### src/rtl/i2s_rx_deserializer.sv
// I2S-style receive deserializer: oversamples s_clk/word_select/serial_data on the system
// clock, assembles left/right words and hands complete frames out over a ready/valid stream.
module i2s_rx_deserializer #(
   parameter int NUM_BITS_DAC = 24,
   parameter int NUM_BITS     = 32
) (
   input  logic                s_axi_aclk,
   input  logic                s_axi_aresetn,
   input  logic                s_clk,
   input  logic                word_select,
   input  logic                serial_data,
   output logic [NUM_BITS-1:0] left_data,
   output logic [NUM_BITS-1:0] right_data,
   output logic                out_valid,
   input  logic                out_ready,
   output logic                overrun,
   output logic                frame_err
);

   typedef enum logic [1:0] {
      S_UNSYNC = 2'd0,
      S_LEFT   = 2'd1,
      S_RIGHT  = 2'd2
   } state_t;

   logic r_sclk_s1, r_sclk_s2, r_sclk_s3;
   logic r_ws_s1, r_ws_s2;
   logic r_sd_s1, r_sd_s2;

   logic                    r_ws_prev;
   logic [5:0]              r_bit_cnt;
   logic [NUM_BITS_DAC-1:0] r_shift;
   state_t                  r_state;
   state_t                  w_state_next;

   logic [NUM_BITS-1:0] r_left_hold;
   logic [NUM_BITS-1:0] r_left_data;
   logic [NUM_BITS-1:0] r_right_data;
   logic                r_out_valid;
   logic                r_overrun;
   logic                r_frame_err;

   logic                    w_bit_edge;
   logic                    w_word_end;
   logic [NUM_BITS_DAC-1:0] w_word;
   logic [NUM_BITS-1:0]     w_word_sx;
   logic [5:0]              w_final_cnt;
   logic                    w_latch_left;
   logic                    w_frame_done;
   logic                    w_load;
   logic                    w_drop;
   logic                    w_frame_err_next;

   // All three link lines share the same synchronizer depth so they stay bit-aligned.
   always_ff @(posedge s_axi_aclk or negedge s_axi_aresetn) begin
      if (!s_axi_aresetn) begin
         r_sclk_s1 <= 1'b0;
         r_sclk_s2 <= 1'b0;
         r_sclk_s3 <= 1'b0;
         r_ws_s1   <= 1'b0;
         r_ws_s2   <= 1'b0;
         r_sd_s1   <= 1'b0;
         r_sd_s2   <= 1'b0;
      end else begin
         r_sclk_s1 <= s_clk;
         r_sclk_s2 <= r_sclk_s1;
         r_sclk_s3 <= r_sclk_s2;
         r_ws_s1   <= word_select;
         r_ws_s2   <= r_ws_s1;
         r_sd_s1   <= serial_data;
         r_sd_s2   <= r_sd_s1;
      end
   end

   assign w_bit_edge = r_sclk_s2 & ~r_sclk_s3;
   assign w_word_end = w_bit_edge & (r_ws_s2 != r_ws_prev);

   // Current word with this cycle's bit merged in; counts past the word width match no slot.
   generate
      for (genvar gi = 0; gi < NUM_BITS_DAC; gi++) begin : g_word_bit
         assign w_word[gi] = (r_bit_cnt == 6'(NUM_BITS_DAC - 1 - gi)) ? r_sd_s2 : r_shift[gi];
      end
   endgenerate

   assign w_word_sx   = NUM_BITS'($signed(w_word));
   assign w_final_cnt = (r_bit_cnt == 6'd63) ? 6'd63 : r_bit_cnt + 6'd1;

   always_ff @(posedge s_axi_aclk or negedge s_axi_aresetn) begin
      if (!s_axi_aresetn) begin
         r_ws_prev <= 1'b0;
         r_bit_cnt <= 6'd0;
         r_shift   <= '0;
      end else if (w_bit_edge) begin
         r_ws_prev <= r_ws_s2;
         if (w_word_end) begin
            r_bit_cnt <= 6'd0;
            r_shift   <= '0;
         end else begin
            r_bit_cnt <= w_final_cnt;
            r_shift   <= w_word;
         end
      end
   end

   always_ff @(posedge s_axi_aclk or negedge s_axi_aresetn) begin
      if (!s_axi_aresetn) r_state <= S_UNSYNC;
      else                r_state <= w_state_next;
   end

   always_comb begin
      w_state_next = r_state;
      if (w_word_end) begin
         case (r_state)
            S_UNSYNC: if (r_ws_prev) w_state_next = S_LEFT;
            S_LEFT:   w_state_next = S_RIGHT;
            S_RIGHT:  w_state_next = S_LEFT;
            default:  w_state_next = S_UNSYNC;
         endcase
      end
   end

   always_comb begin
      w_latch_left     = w_word_end & (r_state == S_LEFT);
      w_frame_done     = w_word_end & (r_state == S_RIGHT);
      w_load           = w_frame_done & (~r_out_valid | out_ready);
      w_drop           = w_frame_done & r_out_valid & ~out_ready;
      w_frame_err_next = w_word_end & (r_state != S_UNSYNC) &
                         (w_final_cnt != 6'(NUM_BITS_DAC));
   end

   // A frame completing while the held one is being accepted reloads without a bubble.
   always_ff @(posedge s_axi_aclk or negedge s_axi_aresetn) begin
      if (!s_axi_aresetn) begin
         r_left_hold  <= '0;
         r_left_data  <= '0;
         r_right_data <= '0;
         r_out_valid  <= 1'b0;
         r_overrun    <= 1'b0;
         r_frame_err  <= 1'b0;
      end else begin
         if (w_latch_left) r_left_hold <= w_word_sx;
         if (w_load) begin
            r_left_data  <= r_left_hold;
            r_right_data <= w_word_sx;
            r_out_valid  <= 1'b1;
         end else if (out_ready) begin
            r_out_valid  <= 1'b0;
         end
         r_overrun   <= w_drop;
         r_frame_err <= w_frame_err_next;
      end
   end

   assign left_data  = r_left_data;
   assign right_data = r_right_data;
   assign out_valid  = r_out_valid;
   assign overrun    = r_overrun;
   assign frame_err  = r_frame_err;

endmodule

### config.mk
export PLATFORM = sky130hd
export DESIGN_NAME = i2s_rx_deserializer
export DESIGN_NICKNAME = d
export VERILOG_FILES = /design/src/rtl/i2s_rx_deserializer.sv
export SDC_FILE = /design/constraint.sdc
export NUM_CORES = 1
export LEC_CHECK = 0
export ABC_AREA = 1
export CORE_MARGIN = 2
export CORE_UTILIZATION = 49
export CTS_CLUSTER_SIZE = 10
export DETAILED_ROUTE_END_ITERATION = 8
export PLACE_DENSITY_LB_ADDON = 0.3
export SETUP_SLACK_MARGIN = 0.2
export SLEW_MARGIN = 20
export SYNTH_ARGS = -nofsm -noshare
export SYNTH_HDL_FRONTEND = slang
export SYNTH_SLANG_ARGS = --single-unit
export TNS_END_PERCENT = 20
### constraint.sdc
create_clock -name s_axi_aclk -period 1.47 [get_ports s_axi_aclk]
set_input_delay 0.3675 -clock s_axi_aclk [delete_from_list [all_inputs] [get_ports s_axi_aclk]]
set_output_delay 0.3675 -clock s_axi_aclk [all_outputs]
set_load 0.005 [all_outputs]
# After elaboration in Yosys (flattened, before gate mapping)
# Cells that the tools add are included.
# totals
word_cells	96
ramBits	0
regBits	115
mem_count	0
input_bits	6
latchBits	0
out_inout_bits	67
mem_bits_ro	0
# classes
multipliers	0
reduce_logical	5
shifts	0
order_cmp	0
muxes	31
add_sub_neg	1
bitwise_logic	13
eq_ne	29
div_mod_pow	0
# ops
op	count
equality test 6 x 4 -> 1 bit (second input constant)	8
equality test 6 x 5 -> 1 bit (second input constant)	8
2-to-1 mux 1 bit	26
equality test 6 x 3 -> 1 bit (second input constant)	4
2-to-1 mux 24 bit	1
equality test 6 x 2 -> 1 bit (second input constant)	2
2-to-1 mux 6 bit	2
bitwise AND 1 bit	9
adder 6 x 1 -> 6 bit (second input constant)	1
equality test 6 x 1 -> 1 bit (second input constant)	1
equality test 6 bit (second input constant)	1
logical NOT 6 bit	1
!= test 6 x 5 -> 1 bit (second input constant)	1
one-hot mux 2 bit (3 select lines)	1
nonzero test 2 bit	2
inverter 1 bit	3
equality test 2 x 1 -> 1 bit (second input constant)	1
equality test 2 bit (second input constant)	1
logical NOT 2 bit	1
2-to-1 mux 2 bit	1
!= test 2 bit (second input constant)	1
AND reduction 2 bit	1
!= test 1 bit	1
OR 1 bit	1

# Longest topological paths before layout
# Gate-level depths: netlist of the first run.
# logic_depth
depth_word	6
depth_mapped	10
depth_no_buf	9

# Worst setup path before layout of the first run
# OpenSTA, ideal clock, no wires.
# synth_timing
path_kind	register to register
startpoint	reg r_bit_cnt[0]
endpoint	reg r_left_hold[21]
period_less_slack_ns	1.489
required_ns	1.396
n_path_buf	0
path_stages_with_launch	9
slack_ns	-0.019
setup_ns	0.074
t_arrival_ns	1.415
path_cell_list	dfrtp_1 inv_1 ha_1 inv_1 nor2_1 nand2_1 o21ai_0 nand2_1 o21ai_2
# synth_via
elab_chain_cells	2
# synth_rtl
element	line_no	source
from (decl)	31	logic [5:0] r_bit_cnt;
from (signal assigned)	99	r_bit_cnt <= w_final_cnt;
equality test 6 x 2 -> 1 bit	81	assign w_word[gi] = (r_bit_cnt == 6'(NUM_BITS_DAC - 1 - gi)) ? r_sd_s2 : r_shift[gi];
2-to-1 mux 1 bit	81	
to (signal assigned)	141	if (w_latch_left) r_left_hold <= w_word_sx;
to (decl)	36	logic [NUM_BITS-1:0] r_left_hold;
# Every way passes these cells.
# A chain may end at the register's enable or synchronous reset.

# Worst setup path after layout of the first run
# layout_timing
startpoint	reg, netlist name left_data[23]
endpoint	out left_data[24]
# layout_lines
element	line_no	source
to (decl)	12	output logic [NUM_BITS-1:0] left_data,
# No word-level cell between the ends.

==> flow_summary.ini, run 1 <==
[grt]
top_usage_layer = met2
use_met2_pct = 35.11
use_met1_pct = 28.29
grt_pass1_vias = 4154
overflow = 0
grtUsageMet3_pct = 6.675
grt_antenna_before_repair = 0
grt_max_degree = 75
grt_usage_pct = 22.10
grt_pass1_wl_microns = 19500

[cts]
cts_tree = done
clock_latency_ns = 0.53
cts_sinks = 115
cts.reportedPaths.clkPinSlew_ns = 0.06
clockRootBuffer = clkbuf_8
clockBufferDepth = 2
h-tree-depth = 4
numCtsBuffers = 17

[synthesis]
synth_area_leaders = dfrtp_1 (58%), nand2_1 (19%), o21ai_0 (4.2%)
seq_area_frac_synth_pct = 58.04
yosys_warnings = 0
syn-cell-area_sq_um = 4959
synth_top_area_share_pct = 58.04
yosysUniqueCellTypes = 26
syn-instance-count = 574
synth_area_leader_cell = dfrtp_1
synth_nets = 585
yosys_register_bits = 115
ys.flop_type = dfrtp_1
synth.avg_cell_area_sq_um = 8.639
synth_edf_count = 0
synth_top_cells_by_count = nand2_1 (247), dfrtp_1 (115), o21ai_0 (42)
synthArstFlopShare_pct = 100.0
synth.most_common_cell = nand2_1

[timing]
fin_crit_ns = 1.659
rsz0062_at_grt = yes
whs_ns = 0.2761
worst_pin_slew_ns = 0.5342
setup_tns_ns = -4.203
max_slew_margin_pct = 64.39
finalCritPeriodShare_pct = 112.9
worst_slack_ns = -0.1894
drv_slew = 0
hold_violations = 0
fmax_mhz = 602.6
setup_viol = 67
clock_skew_ns = 0.009851

[pwr]
switchingPower_mw = 2.820
seq_power_share_pct = 34.9
power.share.clock_pct = 40.0
ir_drop_v = 0.0007925
p_int_mw = 7.362
p_per_area_nw_per_um2 = 1353
switching_share_pct = 27.69
p_leak_nw = 3.791
combPwrFrac_pct = 25.1

[floorplan]
die_height_microns = 104.6
core_sq_um = 9819
die_w_microns = 104.6
rows = 36
die_area_sq_um = 10940
start_util_pct = 50.50
io_pins = 73

[min_path]
holdPathStages = 1
whs_endpoint = r_sd_s1$_DFF_PN0_
hp-start = serial_data
holdCritPathClass = in -> reg

[detailed_routing]
avgViaCountPerCell = 5.553
num_vias = 4742
drc_errors = 0
ant_nets = 0
routedWlPerCell_microns = 18.66
dr.pass1.iters = 5
drt_iter0_markers = 527
wl_microns = 15930

[setup_path]
path_class = reg -> out
startpoint_type = flop
rrSetupSlack_ns = -0.15
r2r_cells = 8
critPathMaxFanout = 5
max_stage_delay_ns = 0.42
cp_data_arrival_time_ns = 1.29
worstReg2RegEnd = r_left_hold[14]$_DFFE_PN0P_
cp_common_cell = buf_6
critPathTopFamily = flip-flops
required_ns = 1.10
worst-path-buf-inv = 3
endpoint_kind = output pin
slowest_stage = dfrtp_2
r2r-start = r_bit_cnt[0]$_DFFE_PN0P_
crit_chain = buf_6, buf_6, buf_6

[final_layout]
diodes = 0
drive_gt1_share_pct = 42.44
nets = 720
stdcell_count = 854
area_growth_pct = 51.73

[status]
outcome = finished, violations left
violations = negative setup slack

[placed_design]
io_buffers = 72
dp.cells = 772
routabilityCongestion = 0.8253
hpwl_microns = 7280

[run]
maxCapViolCount = 0
[worst max-delay path by stage]
| stage | slack (ns) | endpoint | start | cells past startpoint |
|---|---|---|---|---|
| 6_report | -0.19 | left_data[24] | left_data[23]$_DFFE_PN0P_ | 3 |
| 5_1_grt | -0.23 | left_data[24] | left_data[23]$_DFFE_PN0P_ | 3 |
| 4_1_cts | -0.20 | left_data[29] | left_data[23]$_DFFE_PN0P_ | 3 |
| 3_5_place_dp | -0.24 | r_shift[2]$_DFFE_PN0P_ | r_bit_cnt[1]$_DFFE_PN0P_ | 7 |
| 3_3_place_gp | -0.13 | r_left_hold[23]$_DFFE_PN0P_ | r_bit_cnt[1]$_DFFE_PN0P_ | 8 |
| 2_1_floorplan | 0.14 | r_left_hold[15]$_DFFE_PN0P_ | r_ws_prev$_DFFE_PN0P_ | 7 |
[sequential cells by signal, indices dropped and copies added, names as in the netlist]
signal	cells
r_sd_s2	1
r_left_hold	24
r_state	2
r_ws_prev	1
r_ws_s1	1
r_sclk_s3	1
r_ws_s2	1
r_sd_s1	1
out_valid	1
left_data	24
right_data	24
r_shift	24
r_bit_cnt	6
r_sclk_s1	1
frame_err	1
r_sclk_s2	1
overrun	1
[metrics by stage]
step / total power, mW / instance area, sq um / setup slack (ns) / util [%]
after global placement: 5.071 / 5928 / -0.1332 / 60.37
after global routing: 10.52 / 7523 / -0.2258 / 76.62
after floorplan: 4.477 / 4980 / 0.1429 / -
after CTS: 9.511 / 6760 / -0.1970 / 68.85
final: 10.18 / 7523 / -0.1894 / 76.62
after detailed placement: 5.130 / 5928 / -0.2380 / 60.37
[logic make-up after synthesis]
kind of cell | count (synthesis) | share of synthesized area, %
simple gates | 282 | 22.69
flops | 115 | 58.04
compound gates | 88 | 9.235
buf+inv | 81 | 8.100
fa+ha+maj | 5 | 1.262
xor+xnor | 3 | 0.6815
[power groups by stage]
stage / logic, mW / clock network (mW) / registers [mW]
2_1_floorplan: 0.898 / 0 / 3.58
6_report: 2.56 / 4.07 / 3.55
3_5_place_dp: 1.52 / 0 / 3.61
3_3_place_gp: 1.48 / 0 / 3.59
5_1_grt: 2.72 / 4.23 / 3.57
4_1_cts: 1.92 / 4.06 / 3.53
[final cells by class]
class | count | area, sq um
fill | 577 | 2296
inverter | 43 | 206.4
tap | 133 | 166.4
clock inverter | 10 | 132.6
clock buffer | 21 | 449.2
sequential | 115 | 2888
multi-input combinational | 378 | 2201
timing repair buffer | 154 | 1480
[cells in the final DEF (no fill, tap or decap), drive strengths merged]
cell type,Yosys,layout
nand2,247,247
buf,26,123
dfrtp,115,115
o21ai,84,84
clkbuf,12,47
inv,43,41
nor2,17,17
nand3,13,13
clkinv,0,6
ha,5,5
nor3,4,4
clkdlybuf4s50,0,4
clkinvlp,0,3
bufinv,0,3
a21oi,3,3
xnor2,2,2
nand4,1,1
a21o,1,1
xor2,1,1
dlygate4sd3,0,1
[per-layer routing]
| metal | vias to the layer above | routed length (microns) |
|---|---|---|
| met2 | 269 | 8229 |
| li1 | 2063 | - |
| met1 | 2347 | 5938 |
| met4 | 0 | 614 |
| met3 | 63 | 1150 |
| met5 | - | 0 |
[worst reg2reg max path, stage by stage (launching register included)]
cell,delay (ns)
dfrtp_2,0.44
buf_6,0.14
ha_4,0.16
inv_4,0.05
nor2_4,0.15
nand2_1,0.10
o21ai_2,0.23
nand2_1,0.10
o21ai_1,0.15
[what timing repair did]
| item | in CTS | in global routing |
|---|---|---|
| hold endpoints to repair | 115 | 0 |
| gates cloned | 0 | 16 |
| hold buffers | 1 | 0 |
| pin swaps | 10 | 28 |
| resized for setup | 283 | 179 |
| setup endpoints to repair | 169 | 172 |
| setup buffers | 21 | 13 |
No activity file was read; power rests on OpenSTA's default activity.
==> run 2: changes to the inputs <==
CELL_PAD_IN_SITES_DETAIL_PLACEMENT = 1   (was default)
CELL_PAD_IN_SITES_GLOBAL_PLACEMENT = 1   (was default)
CORE_UTILIZATION = 37   (was 49)
TNS_END_PERCENT = default   (was 20)
==> flow_summary.ini, run 2 (same netlist as run 1, synthesis figures left out) <==
[status]
outcome = finished, violations left
violations = negative setup slack

[cts]
numCtsBuffers = 17
cts_tree = done
cts.reportedPaths.clkPinSlew_ns = 0.06
clockBufferDepth = 2
clock_latency_ns = 0.44
clockRootBuffer = clkbuf_16
h-tree-depth = 4
cts_sinks = 115

[floorplan]
core_sq_um = 13190
die_area_sq_um = 14340
io_pins = 73
rows = 42
die_w_microns = 119.8
start_util_pct = 37.59
die_height_microns = 119.8

[detailed_routing]
drt_iter0_markers = 527
wl_microns = 31650
top_layer = met5
dr.pass1.iters = 5
avgViaCountPerCell = 5.896
drt-met1-wl_microns = 11580
ant_nets = 0
route.met3.wl_microns = 2408
routedWlPerCell_microns = 32.03
drc_errors = 0
wl_met2_microns = 15180
num_vias = 5825

[timing]
setup_viol = 120
whs_ns = 0.3611
hold_violations = 0
setup_tns_ns = -21.07
rsz0062_at_grt = yes
clock_skew_ns = 0.01746
max_slew_margin_pct = 69.03
fin_crit_ns = 1.812
worst_slack_ns = -0.3422
worst_pin_slew_ns = 0.4646
drv_slew = 0
fmax_mhz = 551.8
finalCritPeriodShare_pct = 123.3

[setup_path]
critPathMaxFanout = 8
startpoint_type = flop
endpoint_kind = flop
required_ns = 1.79
path_class = reg -> reg
cp_data_arrival_time_ns = 2.13

[min_path]
holdCritPathClass = reg -> reg

[pwr]
switching_share_pct = 31.03
ir_drop_v = 0.001109
p_int_mw = 8.648
switchingPower_mw = 3.891
power.total_mw = 12.54
p_leak_nw = 4.904
seq_power_share_pct = 28.6
power.share.clock_pct = 40.5
combPwrFrac_pct = 30.9
p_per_area_nw_per_um2 = 1300

[grt]
grt_usage_pct = 31.96
grt_max_degree = 43
grt_antenna_before_repair = 1
grt_pass1_vias = 5705
overflow = 0
grt_pass1_wl_microns = 34100

[placed_design]
place_area_sq_um = 6127
dp.cells = 830
hpwl_microns = 9036
dp_worst_setup_slack_ns = -0.1429
routabilityCongestion = 0.7643
io_buffers = 72

[final_layout]
seqCellArea_sq_um = 2887
diodes = 0
fillers = 1270
layout_commonest_cell = dfrtp_1
nets = 810
stdcell_count = 988
utilization_pct = 73.15
fin_area_sq_um = 9648
multi_input_area_sq_um = 3094
drive_gt1_share_pct = 68.47
area_growth_pct = 94.57
mostFrequentLayoutCells = dfrtp_1 (108), nand2_1 (89), buf_4 (89)

[run]
maxCapViolCount = 0
-- run 2: changes by cell type in the layout (fill, tap and decap cells not counted), moves of 16 or more --
cell / delta
nand2_1: -112
nand2_4: +59
nand2_2: +52
buf_4: +43
buf_6: +28
o21ai_2: +27
o21ai_1: -26
clkbuf_2: -17
buf_2: +16
-- run 2: what timing repair did --
item	CTS	global route
setup endpoints to repair	172	175
cloned	13	8
resized for setup	551	231
hold buffers	1	0
pin swaps	55	55
setup buffers	57	47
endpoints found under the hold margin	18	0
-- run 2: worst max-delay path, stage by stage, from the launching register on --
cell     delay [ns]
dfrtp_1        0.41
xnor2_2        0.28
nor2_4         0.10
buf_6          0.14
nand3_4        0.14
buf_12         0.23
buf_12         0.19
nand2_2        0.07
o21ai_1        0.14
-- run 2: power by group through the flow --
| stage | combinational [mW] | clock [mW] | sequential (mW) |
|---|---|---|---|
| after floorplan | 0.928 | 0 | 3.58 |
| after global placement | 1.65 | 0 | 3.57 |
| after detailed placement | 1.70 | 0 | 3.60 |
| after CTS | 2.86 | 4.85 | 3.53 |
| after global routing | 3.97 | 5.18 | 3.59 |
| final | 3.88 | 5.08 | 3.58 |
-- run 2: worst paths after layout --
| path | slack, ns | to | from | depth (start not counted) |
|---|---|---|---|---|
| setup / recovery | -0.34 | left_data[21]$_DFFE_PN0P_ | r_ws_s2$_DFF_PN0_ | 8 |
| hold / removal | 0.36 | r_sclk_s2$_DFF_PN0_ | r_sclk_s1$_DFF_PN0_ | 0 |
| setup reg to reg | -0.34 | left_data[21]$_DFFE_PN0P_ | r_ws_s2$_DFF_PN0_ | 8 |
| hold reg to reg | 0.36 | r_sclk_s2$_DFF_PN0_ | r_sclk_s1$_DFF_PN0_ | 0 |
| max in group asynchronous | 0.52 | left_data[23]$_DFFE_PN0P_ | s_axi_aresetn | 3 |
| min in group asynchronous | 0.38 | r_left_hold[1]$_DFFE_PN0P_ | s_axi_aresetn | 2 |
-- run 2: routing by layer --
| metal | vias up | track usage [%] |
|---|---|---|
| met2 | 429 | 55.25 |
| met3 | 174 | 6.084 |
| met1 | 2976 | 35.85 |
| li1 | 2244 | - |
| met5 | - | 0 |
| met4 | 2 | 21.18 |
-- run 2: area by class of cell --
class,instances,area share [%]
clock buffer,23,5.058
clock inverter,9,2.049
inverter,43,2.373
multi-input combinational,378,32.07
sequential,115,29.92
tap,176,2.282
timing repair buffer,241,25.74
timing repair inverter,3,0.5058
==> run 3: changes to the inputs <==
clock period = 1.6 ns   (was 1.47 ns; I/O delays follow)
==> flow_summary.ini, run 3 (same netlist as run 1, synthesis figures left out) <==
[placed_design]
io_buffers = 72
routabilityCongestion = 0.7667
dp_worst_setup_slack_ns = -0.1612
hpwl_microns = 8837

[cts]
h-tree-depth = 4
clock_latency_ns = 0.43
clockBufferDepth = 2
numCtsBuffers = 17
clockRootBuffer = clkbuf_16
cts.reportedPaths.clkPinSlew_ns = 0.05
cts_sinks = 115
cts_tree = done

[grt]
grt_pass1_wl_microns = 25390
grt_pass1_vias = 4877
overflow = 0
grt_max_degree = 52
grt_antenna_before_repair = 0
grt_usage_pct = 22.92

[setup_path]
rrSetupSlack_ns = -0.13
r2r-start = r_bit_cnt[5]$_DFFE_PN0P_
worst-path-buf-inv = 2
endpoint_kind = flop
max_stage_delay_ns = 0.44
critPathMaxFanout = 4
path_class = reg -> reg
r2r_cells = 7
crit_chain = nor2_4, buf_4, buf_4, nand3_1, o21ai_1, nand2_1, o21ai_0
cp_data_arrival_time_ns = 2.05
cp_common_cell = buf_4
worstReg2RegEnd = r_left_hold[20]$_DFFE_PN0P_
startpoint_type = flop
required_ns = 1.92
slowest_stage = dfrtp_2
critPathTopFamily = compound AO/OA/AOI/OAI gates

[status]
outcome = finished, violations left
violations = negative setup slack

[floorplan]
start_util_pct = 37.59
die_height_microns = 119.8
die_area_sq_um = 14340
rows = 42
core_sq_um = 13190
io_pins = 73
die_w_microns = 119.8

[detailed_routing]
dr.pass1.iters = 5
routedWlPerCell_microns = 24.85
drt_iter0_markers = 411
avgViaCountPerCell = 5.442
num_vias = 5094
drc_errors = 0
wl_microns = 23260
ant_nets = 0

[final_layout]
mostFrequentLayoutCells = nand2_1 (132), dfrtp_1 (108), nand2_2 (78)
layout_commonest_cell = nand2_1
drive_gt1_share_pct = 58.29
nets = 759
area_growth_pct = 70.07
diodes = 0

[min_path]
whs_endpoint = r_sclk_s2$_DFF_PN0_
holdCritPathClass = reg -> reg
hp-start = r_sclk_s1$_DFF_PN0_
holdPathStages = 0

[timing]
clock_skew_ns = 0.008639
whs_ns = 0.3472
drv_slew = 0
fin_crit_ns = 1.729
rsz0062_at_grt = yes
setup_viol = 18
hold_violations = 0
worst_pin_slew_ns = 0.4949
setup_tns_ns = -0.4167
worst_slack_ns = -0.1294
fmax_mhz = 578.2
max_slew_margin_pct = 67.01
finalCritPeriodShare_pct = 108.1

[run]
maxCapViolCount = 0

[pwr]
ir_drop_v = 0.0005433
p_per_area_nw_per_um2 = 1162
p_leak_nw = 4.305
## run 3: per-stage QoR
stage	cell area, sq um	cells	power (mW)	utilization (%)
floorplan	4964	574	4.101	-
global placement	6020	820	4.731	45.64
detailed placement	6020	820	4.791	45.64
CTS	7174	898	8.846	54.39
global route	8433	936	10.10	63.93
finish	8433	936	9.799	63.93
## run 3: layout make-up
cell class              count  area, sq um
repair buffers            192         1829
flip-flops and latches    115         2887
fillers                  1374         4757
well taps                 176        220.2
multi-input cells         379         2741
clock inverters             5        50.05
inverters                  43        206.4
clock buffers              26        499.2
## run 3: layer usage
layer / track usage (%) / share of wire (%) / vias to the layer above
li1: - / - / 2142
met1: 27.46 / 37 / 2628
met2: 40.43 / 53 / 232
met3: 5.989 / 5.4 / 92
met4: 6.912 / 4.7 / 0
met5: 0 / 0 / -
## run 3: power breakdown
group	switching [mW]	leakage (nW)	internal, mW	total [mW]
registers	0.169	1.57	3.11	3.28
logic	1.46	2.46	1.40	2.87
clock network	1.38	0.274	2.28	3.65
total	3.01	4.30	6.79	9.80
## run 3: how the worst max path moves through the flow
stage / start / end / depth (start not counted)
floorplan: r_bit_cnt[1]$_DFFE_PN0P_ / r_left_hold[18]$_DFFE_PN0P_ / 8
global placement: r_bit_cnt[0]$_DFFE_PN0P_ / r_left_hold[23]$_DFFE_PN0P_ / 8
detailed placement: r_bit_cnt[1]$_DFFE_PN0P_ / r_left_hold[2]$_DFFE_PN0P_ / 8
CTS: r_bit_cnt[5]$_DFFE_PN0P_ / r_left_hold[19]$_DFFE_PN0P_ / 9
global route: r_bit_cnt[5]$_DFFE_PN0P_ / r_left_hold[20]$_DFFE_PN0P_ / 7
finish: r_bit_cnt[5]$_DFFE_PN0P_ / r_left_hold[20]$_DFFE_PN0P_ / 7
## run 3: timing repair
action,CTS,global route
pin swaps,31,79
hold buffers,1,0
endpoints found under the setup margin,170,128
hold endpoints to repair,12,0
resized for setup,410,250
buffers inserted,45,25
cloned,1,13
